===== config.mk =====
export PLATFORM = sky130hd
export DESIGN_NAME = gray_binary5_dec_flat
export DESIGN_NICKNAME = d
export VERILOG_FILES = /design/src/rtl/gray_binary5_dec_if.sv /design/src/rtl/gray_binary5_dec.sv /design/src/flat_wrapper.sv
export SDC_FILE = /design/constraint.sdc
export NUM_CORES = 1
export LEC_CHECK = 0
export ABC_AREA = 1
export CAP_MARGIN = 20
export CORE_AREA = 2 2 67 69
export CTS_CLUSTER_SIZE = 20
export DETAILED_ROUTE_END_ITERATION = 8
export DIE_AREA = 0 0 69 71
export PLACE_DENSITY = 0.66
export SLEW_MARGIN = 25
export SYNTH_ARGS = -nofsm -noshare
export SYNTH_HDL_FRONTEND = slang
export SYNTH_SLANG_ARGS = --single-unit

===== constraint.sdc =====
create_clock -name clk -period 3 [get_ports clk]
set_clock_uncertainty 0.1 [all_clocks]
set_input_delay 0.6 -clock clk [delete_from_list [all_inputs] [get_ports clk]]
set_output_delay 0.6 -clock clk [all_outputs]
set_load 0.05 [all_outputs]

===== src/rtl/gray_binary5_dec_if.sv =====
// Handshake bus for the bit-serial Gray-to-binary decoder: input word in,
// decoded word with adjacency flag and handshake count out.
interface gray_binary5_dec_if #(
  parameter int WIDTH = 5
);
  logic             in_valid;
  logic [WIDTH-1:0] gray_in;
  logic             in_ready;
  logic [WIDTH-1:0] bin_out;
  logic             out_valid;
  logic             out_ready;
  logic             adj_err;
  logic [7:0]       word_cnt;

  modport master (
    output in_valid, gray_in, out_ready,
    input  in_ready, bin_out, out_valid, adj_err, word_cnt
  );

  modport slave (
    input  in_valid, gray_in, out_ready,
    output in_ready, bin_out, out_valid, adj_err, word_cnt
  );
endinterface


===== src/rtl/gray_binary5_dec.sv =====
// Bit-serial Gray-to-binary decoder, MSB first, one bit per cycle, with a
// Gray-adjacency check against the previously delivered code.
module gray_binary5_dec #(
  parameter int WIDTH = 5
) (
  input logic               clk,
  input logic               rst,
  gray_binary5_dec_if.slave bus
);
  localparam int CNT_W = (WIDTH > 1) ? $clog2(WIDTH) : 1;
  localparam logic [CNT_W-1:0] CNT_TOP = CNT_W'(WIDTH - 1);

  typedef enum logic [1:0] {IDLE, CONV, DONE} state_t;

  state_t           state_q, state_d;
  logic [CNT_W-1:0] cnt_q;
  logic [WIDTH-1:0] gray_q;
  logic [WIDTH-1:0] bin_acc_q;
  logic [WIDTH-1:0] bin_q;
  logic [WIDTH-1:0] prev_gray_q;
  logic             carry_q;
  logic             have_prev_q;
  logic             adj_err_q;
  logic [7:0]       word_cnt_q;
  logic             dec_bit;
  logic [WIDTH-1:0] bin_nxt;

  // Adjacent Gray codes differ in exactly one bit; no reference means no error.
  function automatic logic not_adjacent(input logic [WIDTH-1:0] a,
                                        input logic [WIDTH-1:0] b,
                                        input logic             ref_ok);
    return ref_ok && ($countones(a ^ b) != 1);
  endfunction

  always_ff @(posedge clk or posedge rst) begin
    if (rst) state_q <= IDLE;
    else     state_q <= state_d;
  end

  always_comb begin
    state_d = state_q;
    case (state_q)
      IDLE:    if (bus.in_valid)  state_d = CONV;
      CONV:    if (cnt_q == '0)   state_d = DONE;
      DONE:    if (bus.out_ready) state_d = IDLE;
      default: state_d = IDLE;
    endcase
  end

  // Running binary bit: b[i] = b[i+1] ^ g[i], with carry cleared for the MSB.
  always_comb begin
    dec_bit          = carry_q ^ gray_q[cnt_q];
    bin_nxt          = bin_acc_q;
    bin_nxt[cnt_q]   = dec_bit;
  end

  always_ff @(posedge clk or posedge rst) begin
    if (rst) begin
      cnt_q       <= CNT_TOP;
      gray_q      <= '0;
      bin_acc_q   <= '0;
      bin_q       <= '0;
      prev_gray_q <= '0;
      carry_q     <= 1'b0;
      have_prev_q <= 1'b0;
      adj_err_q   <= 1'b0;
      word_cnt_q  <= '0;
    end else begin
      case (state_q)
        IDLE: begin
          if (bus.in_valid) begin
            gray_q  <= bus.gray_in;
            cnt_q   <= CNT_TOP;
            carry_q <= 1'b0;
          end
        end
        CONV: begin
          carry_q   <= dec_bit;
          bin_acc_q <= bin_nxt;
          if (cnt_q == '0) begin
            // Publish only the finished word so bin_out never shows partial state.
            bin_q     <= bin_nxt;
            adj_err_q <= not_adjacent(gray_q, prev_gray_q, have_prev_q);
          end else begin
            cnt_q <= cnt_q - 1'b1;
          end
        end
        DONE: begin
          if (bus.out_ready) begin
            word_cnt_q  <= word_cnt_q + 8'd1;
            prev_gray_q <= gray_q;
            have_prev_q <= 1'b1;
          end
        end
        default: ;
      endcase
    end
  end

  assign bus.in_ready  = (state_q == IDLE);
  assign bus.out_valid = (state_q == DONE);
  assign bus.bin_out   = bin_q;
  assign bus.adj_err   = adj_err_q;
  assign bus.word_cnt  = word_cnt_q;
endmodule


===== src/flat_wrapper.sv =====
// flat-port wrapper written by rule: the top's interface ports become plain ports
module gray_binary5_dec_flat 
#(
  parameter int WIDTH = 5
)
  (clk, rst, bus_in_valid, bus_gray_in, bus_out_ready, bus_in_ready, bus_bin_out, bus_out_valid, bus_adj_err, bus_word_cnt);
  gray_binary5_dec_if #(.WIDTH(WIDTH)) bus_i ();
  input logic clk;
  input logic rst;
  input wire logic [$bits(bus_i.in_valid)-1:0] bus_in_valid;
  input wire logic [$bits(bus_i.gray_in)-1:0] bus_gray_in;
  input wire logic [$bits(bus_i.out_ready)-1:0] bus_out_ready;
  output wire logic [$bits(bus_i.in_ready)-1:0] bus_in_ready;
  output wire logic [$bits(bus_i.bin_out)-1:0] bus_bin_out;
  output wire logic [$bits(bus_i.out_valid)-1:0] bus_out_valid;
  output wire logic [$bits(bus_i.adj_err)-1:0] bus_adj_err;
  output wire logic [$bits(bus_i.word_cnt)-1:0] bus_word_cnt;
  assign bus_i.in_valid = bus_in_valid;
  assign bus_i.gray_in = bus_gray_in;
  assign bus_i.out_ready = bus_out_ready;
  assign bus_in_ready = bus_i.in_ready;
  assign bus_bin_out = bus_i.bin_out;
  assign bus_out_valid = bus_i.out_valid;
  assign bus_adj_err = bus_i.adj_err;
  assign bus_word_cnt = bus_i.word_cnt;
  gray_binary5_dec #(.WIDTH(WIDTH)) u_core (.clk(clk), .rst(rst), .bus(bus_i));
endmodule

* After elaboration in Yosys (flattened, before gate mapping)
Cells that the tools add are included.
** Word-level totals
- Bits in registers :: 36
- Bits of input ports :: 9
- Logic and storage cells :: 52
** Cells by class
- Add/subtract/negate cells :: 6
- Magnitude comparators :: 2
- Equality and inequality tests :: 7
- Multiplexer cells :: 14
- Bitwise logic cells :: 2
- Reductions and logical operators :: 11
** Operators with widths (number)
- $add 32x1->32 :: 1
- $add 32x32->32 :: 1
- $ne 32x2->1 const B :: 1
- $add 8x1->8 const B :: 1
- $reduce_and 2->1 :: 4
- $mux 2 :: 3
- $mux 3 :: 2
- $ne 2x2->1 const B :: 3
- $pmux 2 s3 :: 1
- $pmux 3 s2 :: 1
- $reduce_and 3->1 :: 2
- $bwmux 5 :: 1
- $xor 5x5->5 :: 1
- $add 1x1->2 :: 2
- $lt 3x4->1 const B :: 1
- $bmux 1 s3 :: 1
- $demux 1 s3 :: 1
- $ge 3x1->1 const B :: 1
- $logic_not 3->1 :: 1
- $mux 1 :: 3
- $sub 3x1->3 const B :: 1
- $eq 2x1->1 const B :: 1
- $eq 2x2->1 const B :: 1
- $logic_and 1x1->1 :: 2
- other kinds (5) :: 5

* Longest topological paths before layout
- Word-level depth :: 6
- Gate-level depth with buffers :: 9
- Mapped depth without buffers :: 9

* Worst setup path after synthesis
Ideal clock, no wire load.
- Path kind :: register -> register
- Start point :: reg u_core.prev_gray_q[2]
- End point :: reg u_core.adj_err_q (netlist: u_core.bus.adj_err)
- Setup time :: 0.078 ns
- Arrival :: 1.932 ns
- Data required time :: 2.822 ns
- Path slack :: 0.890 ns
- Stages on the path, launching flop included :: 9
- Cells stage by stage :: dfrtp_1 xor2_1 ha_1 fa_1 inv_1 fa_1 nand3_1 nand2_1 o21ai_1
** On the way
- Word-level cells in the longest chain between the ends :: 6
** RTL lines
- from (decl) :: line gray_binary5_dec.sv:20 : logic [WIDTH-1:0] prev_gray_q;
- from (signal assigned) :: line gray_binary5_dec.sv:91 : prev_gray_q <= gray_q;
- $xor 5x5->5 :: line gray_binary5_dec.sv:32 : return ref_ok && ($countones(a ^ b) != 1);
- $add 1x1->2 (implied by the code) :: line gray_binary5_dec.sv:32
- $add 32x32->32 (implied by the code) :: line gray_binary5_dec.sv:32
- $add 32x1->32 (implied by the code) :: line gray_binary5_dec.sv:32
- $ne 32x2->1 :: line gray_binary5_dec.sv:32
- $logic_and 1x1->1 :: line gray_binary5_dec.sv:32
- to (signal assigned) :: line gray_binary5_dec.sv:83 : adj_err_q <= not_adjacent(gray_q, prev_gray_q, have_prev_q);
- to (decl) :: line gray_binary5_dec.sv:23 : logic adj_err_q;
No other way between the ends.
A chain may end at the register's enable or synchronous reset.

* Final worst setup path
- Start point :: reg u_core.state_q[0]
- End point :: out bus_in_ready
** On the way
- Word-level cells in the longest chain between the ends :: 1
** RTL lines
- from (decl) :: line gray_binary5_dec.sv:15 : state_t state_q, state_d;
- from (signal assigned) :: line gray_binary5_dec.sv:37 : else state_q <= state_d;
- $logic_not 2->1 :: line gray_binary5_dec.sv:100 : assign bus.in_ready = (state_q == IDLE);
- to (decl) :: line flat_wrapper.sv:13 : output wire logic [$bits(bus_i.in_ready)-1:0] bus_in_ready;
No other way between the ends.

==> results.sh <==
export IMPL_min_period_ns=2.454
export IMPL_synth_seq_area_share_pct=50.38
export IMPL_status="finished, final reports clean"
export IMPL_end_kind="output port"
export IMPL_worst_path_max_fanout=4
export IMPL_synth_common_cells="nand2_1 (64), dfrtp_1 (35), nand3_1 (24), inv_1 (14), xor2_1 (9)"
export IMPL_avgSynthCellArea_um2=8.864
export IMPL_drt_wirelength_per_cell_um=11.84
export IMPL_grt_max_degree=37
export IMPL_worstPathArrival_ns=1.75
export IMPL_post_route_drc_count=0
export IMPL_post_route_period_util_pct=81.81
export IMPL_slowest_stage="clkdlybuf4s50_1"
export IMPL_synth_edff_count=0
export IMPL_dp_hpwl_um=2512
export IMPL_numPlacedInstances=278
export IMPL_dieArea_mm2=0.004899
export IMPL_num_rows=24
export IMPL_viasPerCell=4.759
export IMPL_htree_levels=2
export IMPL_slew_violations=0
export IMPL_yosysUniqueCellTypes=26
export IMPL_p_total_uw=2554
export IMPL_multi_input_area_um2=794.5
export IMPL_synth_async_reset_ratio_pct=100.0
export IMPL_grt_remaining_overflow=0
export IMPL_grt_use_total_pct=15.28
export IMPL_setup_viol=0
export IMPL_die_w_um=69
export IMPL_crit_path_start_kind="register"
export IMPL_grt_pass1_vias=1298
export IMPL_dr_first_iter_drc_count=83
export IMPL_grt_pass1_wl_um=5989
export IMPL_cts_resized=0
export IMPL_clock_latency_ns=0.29
export IMPL_worst_ep_required_time_ns=2.30
export IMPL_core_area_mm2=0.004204
export IMPL_ant_nets=0
export IMPL_cts_clk_slew_worst_paths_ns=0.08
export IMPL_via_count=1361
export IMPL_first_pass_iters=4
export IMPL_tns_ns=0
export IMPL_postSynthNetCount=218
export IMPL_hold_path_class="reg2reg"
export IMPL_start_util_pct=42.59
export IMPL_wirelength_um=3385
export IMPL_final_cells=286
export IMPL_syn_area_mm2=0.001790
export IMPL_fin_nets=249
export IMPL_place_area_mm2=0.002098
export IMPL_cts_buffer_depth=2
export IMPL_port_buffers=24
export IMPL_n_fill_cell=419
export IMPL_antenna_found_initial=0
export IMPL_worstPathCellList="nor2_1 > clkdlybuf4s50_1"
export IMPL_fin_util_pct=52.11
export IMPL_cts_buffers_inserted=5
export IMPL_criticalPathCategory="reg2out"
export IMPL_yosys_cell_count_top_type="nand2_1"
export IMPL_synthTopCellsByArea="dfrtp_1 (49%), nand2_1 (13%), nand3_1 (6.7%)"
export IMPL_rsz0062_at_grt="no"
export IMPL_cts_setup_buffers=0
export IMPL_synth_top_area_share_pct=48.92
export IMPL_cpPeakStageDelay_ns=0.83
export IMPL_final_cell_area_mm2=0.002191
export IMPL_io_pins=25
export IMPL_yosysWarnings=0
export IMPL_clock_sinks=36
export IMPL_irDropWorstVdd_mv=0.3879
export IMPL_p_per_area_mw_per_mm2=1166
export IMPL_synth_flop_cell="dfrtp_1"
export IMPL_slew_headroom_pct=66.63
export IMPL_hold_viol_final=0
export IMPL_fmax_mhz=407.5
export IMPL_hold_buffers=0
export IMPL_drive_above_1_share_pct=14.96
export IMPL_seqCellArea_um2=902.1
export IMPL_cap_violations=0
export IMPL_area_delta_synth_final_pct=22.36
export IMPL_fp_dieH_um=71
export IMPL_netlist_instances=202
export IMPL_leakagePower_uw=0.001124
export IMPL_cts_tree="built"
export IMPL_root_buffer="clkbuf_8"
export IMPL_ys_seq_elements=36
export IMPL_tightest_slew_ns=0.4989
export IMPL_yosysTopAreaCell="dfrtp_1"
export IMPL_num_antenna_cells=0
export IMPL_gp_congestion=0.7553
[cells by family after synthesis]
group | Yosys count | synth area share, %
AO/OA/AOI/OAI | 11 | 4.193
flip-flops | 36 | 50.38
AND/OR/NAND/NOR | 112 | 28.58
XOR/XNOR | 12 | 5.871
adder cells (fa/ha/maj) | 7 | 5.730
buffers and inverters | 24 | 5.241
[critical path: cells and delay by family, from the launching register on]
kind | cells | cell delay, ns
buf+inv | 1 | 0.83
flops | 1 | 0.44
simple gates | 1 | 0.19
[layer usage]
metal	track usage [%]	vias up	routed length [µm]
met5	0	-	0
met4	6.536	0	57
met3	3.989	6	126
met2	24.79	25	1660
met1	19.45	637	1541
li1	-	693	-
[power breakdown]
group / switching [µW] / internal, µW / leakage (µW)
Sequential: 162 / 683 / 0.000452
Clock: 174 / 183 / 0.0000510
Combinational: 844 / 508 / 0.000620
Total: 1180 / 1370 / 0.00112
[registers in the layout, indices dropped and copies added (netlist names)]
name,count
u_core.state_q,2
u_core.bin_acc_q,5
u_core.prev_gray_q,5
u_core.cnt_q,3
u_core.have_prev_q,1
u_core.bus.word_cnt,8
u_core.carry_q,1
u_core.gray_q,5
u_core.bus.bin_out,5
u_core.bus.adj_err,1
[through the flow]
| stage | hold slack [ns] | setup WS, ns |
|---|---|---|
| after detailed placement | 0.3616 | 0.7986 |
| after floorplan | 0.3339 | 0.8902 |
| after global placement | 0.3551 | 0.8433 |
| final | 0.3727 | 0.5458 |
| after global routing | 0.3922 | 0.5049 |
| after CTS | 0.3787 | 0.5198 |
[cell usage in the layout (no fill, tap or decap)]
cell,n
a21oi_4,1
buf_4,1
clkbuf_8,6
clkdlybuf4s50_1,24
clkinv_2,2
dfrtp_1,35
dfstp_2,1
fa_1,2
ha_1,5
inv_1,14
inv_2,8
inv_4,1
nand2_1,64
nand2_2,2
nand3_1,24
nand3_2,1
nand4_1,1
nor2_1,8
nor2_2,2
nor2_4,3
o21ai_0,2
o21ai_1,5
o21ai_2,1
o31ai_1,2
or2_1,1
or2_2,5
or2_4,1
xnor2_1,3
xor2_1,9
[path summary, 6_finish.rpt]
path	startpoint	end	slack, ns	cells past startpoint
min in group asynchronous	rst	u_core.bus.word_cnt[6]	0.61	3
setup reg to reg	u_core.gray_q[0]	u_core.bus.adj_err	0.80	8
hold / removal	u_core.bus.word_cnt[7]	u_core.bus.word_cnt[7]	0.37	1
setup / recovery	u_core.state_q[0]	bus_in_ready	0.55	2
hold reg to reg	u_core.bus.word_cnt[7]	u_core.bus.word_cnt[7]	0.37	1
max in group asynchronous	rst	u_core.cnt_q[2]	1.83	3
[layout make-up]
type	instances	area share (%)
timing repair buffer	25	11.31
multi-input combinational	142	36.27
sequential	36	41.18
tap	52	2.970
clock inverter	2	0.4569
clock buffer	6	3.769
inverter	23	4.055
Note: power is estimated with default switching activity, not from simulation.
